**config.mk**
```make
export PLATFORM = sky130hd
export DESIGN_NAME = vga_timing_gen
export DESIGN_NICKNAME = d
export VERILOG_FILES = /design/src/rtl/vga_timing_gen.sv
export SDC_FILE = /design/constraint.sdc
export NUM_CORES = 1
export LEC_CHECK = 0
export ABC_AREA = 1
export CAP_MARGIN = 20
export CORE_ASPECT_RATIO = 0.5
export CORE_MARGIN = 2
export CORE_UTILIZATION = 47
export CTS_CLUSTER_DIAMETER = 200
export DETAILED_ROUTE_END_ITERATION = 7
export HOLD_SLACK_MARGIN = 0.03
export PLACE_DENSITY_LB_ADDON = 0.15
export SLEW_MARGIN = 25
export SYNTH_ARGS = -nofsm -noshare
export SYNTH_HDL_FRONTEND = slang
export SYNTH_SLANG_ARGS = --single-unit
```
**constraint.sdc**
```tcl
create_clock -name Clock -period 1.7 [get_ports Clock]
set_input_delay 0.51 -clock Clock [delete_from_list [all_inputs] [get_ports Clock]]
set_output_delay 0.51 -clock Clock [all_outputs]
set_load 0.005 [all_outputs]
```
**src/rtl/vga_timing_gen.sv**
```systemverilog
`default_nettype none
// ============================================================================
//  Module      : vga_timing_gen
//  Description : 640x480@60 VGA timing generator. A 1-bit divider halves the
//                50 MHz Clock into 25 MHz pixel slots. Syncs and video_on are
//                decoded from the next counter values, so every output is
//                registered and aligned with pixel_x/pixel_y.
//  Revision    : 1.0  initial release
// ============================================================================
module vga_timing_gen #(
   parameter int H_VISIBLE = 640,
   parameter int H_FRONT   = 16,
   parameter int H_SYNC    = 96,
   parameter int H_BACK    = 48,
   parameter int V_VISIBLE = 480,
   parameter int V_FRONT   = 10,
   parameter int V_SYNC    = 2,
   parameter int V_BACK    = 33
) (
   input  logic       Clock,
   input  logic       reset,
   output logic       Hsinc,
   output logic       Vsinc,
   output logic       video_on,
   output logic [9:0] pixel_x,
   output logic [9:0] pixel_y,
   output logic       pixel_tick,
   output logic       frame_tick
);

   // Last count of each axis, and inclusive sync windows.
   localparam logic [9:0] c_h_max      = 10'(H_VISIBLE + H_FRONT + H_SYNC + H_BACK - 1);
   localparam logic [9:0] c_v_max      = 10'(V_VISIBLE + V_FRONT + V_SYNC + V_BACK - 1);
   localparam logic [9:0] c_h_visible  = 10'(H_VISIBLE);
   localparam logic [9:0] c_v_visible  = 10'(V_VISIBLE);
   localparam logic [9:0] c_hs_start   = 10'(H_VISIBLE + H_FRONT);
   localparam logic [9:0] c_hs_end     = 10'(H_VISIBLE + H_FRONT + H_SYNC - 1);
   localparam logic [9:0] c_vs_start   = 10'(V_VISIBLE + V_FRONT);
   localparam logic [9:0] c_vs_end     = 10'(V_VISIBLE + V_FRONT + V_SYNC - 1);

   logic       r_div;
   logic [9:0] r_x;
   logic [9:0] r_y;
   logic       r_hs;
   logic       r_vs;
   logic       r_video;
   logic       r_frame;

   logic       w_adv;
   logic       w_x_end;
   logic       w_y_end;
   logic [9:0] w_x_next;
   logic [9:0] w_y_next;

   // Next-count computation; ">=" also folds any out-of-range value back to 0.
   always_comb begin
      w_adv    = r_div;
      w_x_end  = (r_x >= c_h_max);
      w_y_end  = (r_y >= c_v_max);
      w_x_next = w_x_end ? 10'd0 : (r_x + 10'd1);
      w_y_next = r_y;
      if (w_x_end) begin
         w_y_next = w_y_end ? 10'd0 : (r_y + 10'd1);
      end
   end

   // Divider, counters and output decode, all updated together on an advance.
   always_ff @(posedge Clock or negedge reset) begin
      if (!reset) begin
         r_div   <= 1'b0;
         r_x     <= 10'd0;
         r_y     <= 10'd0;
         r_hs    <= 1'b1;
         r_vs    <= 1'b1;
         r_video <= 1'b0;
         r_frame <= 1'b0;
      end else begin
         r_div   <= ~r_div;
         r_frame <= 1'b0;
         if (w_adv) begin
            r_x     <= w_x_next;
            r_y     <= w_y_next;
            r_hs    <= !((w_x_next >= c_hs_start) && (w_x_next <= c_hs_end));
            r_vs    <= !((w_y_next >= c_vs_start) && (w_y_next <= c_vs_end));
            r_video <= (w_x_next < c_h_visible) && (w_y_next < c_v_visible);
            r_frame <= w_x_end && w_y_end;
         end
      end
   end

   assign Hsinc      = r_hs;
   assign Vsinc      = r_vs;
   assign video_on   = r_video;
   assign pixel_x    = r_x;
   assign pixel_y    = r_y;
   assign pixel_tick = r_div;
   assign frame_tick = r_frame;

endmodule
`default_nettype wire

```
==> summary.txt <==
Run status
  • Status: finished with violations
  • Failing checks: setup timing

Worst setup path
  • Worst EP arrival: around 2.1 ns
  • CP startpoint kind: flip-flop
  • Crit path buf inv count: 2
  • Reg2Reg Capture Point: Vsinc
  • Crit path required time: 1.92 ns
  • Cell chain of the critical path: buf_4 > inv_4 > nand2_4 > nor2_4 > nand3_2 > nand2_4 > nand2_1 > nand2_1 > nand2_2 > nor2_2 > nand4_1 > nor2_1 > nor2_1
  • Critical Path End Type: flip-flop
  • Reg2reg start: pixel_x[7]
  • Crit path launch: pixel_x[7]
  • Worst path slowest cell: dfrtp_1
  • CP top delay family: simple AND/OR/NAND/NOR gates
  • Critical Path Max Stage Delay: 0.39 ns
  • Reg2reg path depth: 13
  • Worst-path fanout max: 8
  • R2r setup slk: -0.16 ns
  • Critical path class: flip-flop to flip-flop

STA
  • Unrepaired setup endpoints after global routing: true
  • Slew margin rel.: 0.768
  • Final hold slack: between 0.5 and 0.6 ns
  • Fin worst setup slack: -0.164 ns
  • Tmin final: 1.86 ns
  • Setup-failing EPs final: 8
  • Crit share post-route: 1.10
  • Total negative slack: -0.561 ns
  • Worst-Margin Slew: 0.347 ns
  • Slew Limit Fails: 0
  • Final Hold Viols: 0
  • Worst Skew: around 0.004 ns
  • Fmax: 537 MHz

Power
  • VDD IR-drop max: 0.480 mV
  • Switching portion of total power: 0.227
  • Sw Pwr: roughly 0.22 mW
  • Internal: 0.763 mW
  • Comb power frac: 0.016
  • Clk network pwr share: 0.381
  • Reg power frac: 0.603
  • Pleak: 1.37 nW
  • Post-layout power: 0.986 mW
  • Power per cell area: 380 nW/µm²

Clock tree
  • Clock sinks: 25
  • Hold-fix buffers at CTS: 0
  • CTS tree: yes
  • Root cell of the clock tree: clkbuf_8
  • Num CTS Buffers: 3
  • Worst-skew pair later-pin latency: approximately 0.28 ns
  • Max Root-Sink Buffers: 2
  • Number of H-tree levels: 1
  • CTS clk-pin slew, worst paths: 0.10 ns

Finish
  • # fillers: ~190
  • Area of the multi-input gates: 1020 µm²
  • Layout Nets: 318
  • Share of layout cells above drive strength 1: 0.401
  • Fin util: 0.833
  • Diodes inserted: 0
  • Register Area: 629 µm²
  • Final instance area: 2600 µm²
  • Final std cells w/o fill: 352
  • Area growth syn-to-layout: 63.0%

Placement
  • Placed Instance Area: 2110 µm²
  • Cells after DPL: 318
  • PortBufs: 26
  • Routability congestion estimate: roughly 0.88
  • Setup WS pre-CTS: -0.150 ns
  • Post-DP HPWL: about 3 mm

Global routing
  • Largest net degree at the start of global routing: 26
  • Total gr overflow: 0
  • Vias in the first global route: 1722
  • Total Routing Usage GR: 0.238
  • First-pass GRT wire length: 7.25 mm
  • Initial antenna violation count: 0

Job
  • Max-Cap Viols: 0

Floorplanning
  • Die area: 3900 µm²
  • Initial Util: 0.511
  • Core area: around 3100 µm²
  • I/O pin cnt: 27
  • Floorplan row count: 14
  • Chip width: 86.4 µm
  • Height of the die: 45.2 µm

Synthesis
  • Mean post-synth cell area: 7.05 µm²
  • Cell variety after synth: 28
  • Synth Instances: 226
  • Post-Synth XOR/XNOR Area: 0.00549
  • Netlist Area Pre-Place: 1590 µm²
  • Yosys reg bits: 25
  • Area share of fa/ha/maj cells after synthesis: 0.0235
  • Mux contribution to synthesized area: 0
  • Largest family of logic cells by synthesized area: simple AND/OR/NAND/NOR gates
  • Simple logic cell fraction of the synthesized area: 0.356
  • Synthesized Nets: 231
  • Post-synthesis compound-gate area fraction: 0.130
  • Yosys Warn Count: 0
  • Register area share after synthesis: 0.394

Hold path
  • Worst hold path endpoint: video_on
  • Worst Hold Depth: 2
  • HP Start: video_on
  • Hold Crit Class: flip-flop to flip-flop

Route
  • Routed Antenna Nets: 0
  • DRC viols: 0
  • Drt initial violations: 167
  • Final WL: 5.73 mm
  • Via density: between 5 and 6
  • DR vias: 1985
  • Routed WL per cell: about 16 µm
  • Pre-antenna DRT Iters: 5
==> kinds of logic (layout without fill, tap and decap cells) <==
group / after synthesis / in the layout
compound gates: 36 / 36
xor+xnor: 1 / 1
fa+ha+maj: 3 / 3
buf+inv: 35 / 120
flops: 25 / 25
simple gates: 126 / 127
==> flip-flops by register name (all words and copies together) (netlist names) <==
name,flops
Hsinc,1
pixel_tick,1
pixel_y,10
video_on,1
frame_tick,1
Vsinc,1
pixel_x,10
==> power by group through the flow <==
stage	logic (mW)	registers, mW	clock network (mW)
after global placement	0.0160	0.606	0
after CTS	0.0166	0.594	0.387
after detailed placement	0.0165	0.606	0
final	0.0157	0.594	0.376
after floorplan	0.000000489	0.606	0
after global routing	0.0185	0.595	0.404
==> repair_timing <==
action	CTS	global route
pin swaps	0	25
gates cloned	0	1
setup buffers	16	13
setup endpoints to repair	30	13
gates resized for setup	30	60
==> placed cells by master, fill, tap and decap left out, types with 7 or more instances in the layout <==
master,netlist,routed
nand3_2,2,8
nand2_2,6,7
dfrtp_1,23,22
clkdlybuf4s50_1,0,7
buf_4,0,52
inv_1,24,20
nor2_1,21,17
buf_6,2,8
o21ai_0,20,14
nand3_1,20,13
dlygate4sd2_1,0,18
nand2_1,62,55
==> metal layers <==
metal  wire length [µm]  global-route usage  vias up
met4                186              0.0625        0
li1                   -                   -      909
met2               2780               0.432      133
met5                  0                   0        -
met1               2220               0.293      916
met3                542              0.0567       27
==> worst min-delay path: cells and delay by family (launching register included) <==
kind	cells	cell delay, ns
flops	1	0.36
simple gates	2	0.12
==> synth_stat cells <==
library cell,n,area [µm²]
nand2_1,62,233
inv_1,24,90.1
dfrtp_1,23,576
nor2_1,21,78.8
nand3_1,20,100
o21ai_0,20,100
a21oi_1,6,30.0
nand2_2,6,37.5
nor2_2,6,37.5
inv_2,5,18.8
nand4_1,5,31.3
clkbuf_1,4,15.0
ha_1,3,37.5
buf_6,2,22.5
dfstp_2,2,52.6
nand3_2,2,20.0
o21a_1,2,15.0
o21ai_1,2,10.0
o22ai_1,2,12.5
a211oi_1,1,7.51
a21boi_0,1,7.51
nand2b_1,1,6.26
nor2_4,1,11.3
nor3_1,1,5.00
o21ai_4,1,16.3
o31ai_1,1,7.51
or2_2,1,6.26
xor2_1,1,8.76
==> how the worst max path moves through the flow <==
stage | to | cells past startpoint
final | Vsinc | 13
after global routing | Vsinc | 13
after CTS | video_on | 14
after detailed placement | video_on | 13
after global placement | video_on | 12
after floorplan | video_on | 14
==> layout make-up <==
cell class | instances | area share
clock buffers | 3 | 0.0159
multi-input cells | 167 | 0.394
clock inverters | 1 | 0.00193
repair buffers | 87 | 0.282
flip-flops and latches | 25 | 0.242
well taps | 40 | 0.0193
inverters | 29 | 0.0448
Note: power is estimated with default switching activity, not from simulation.
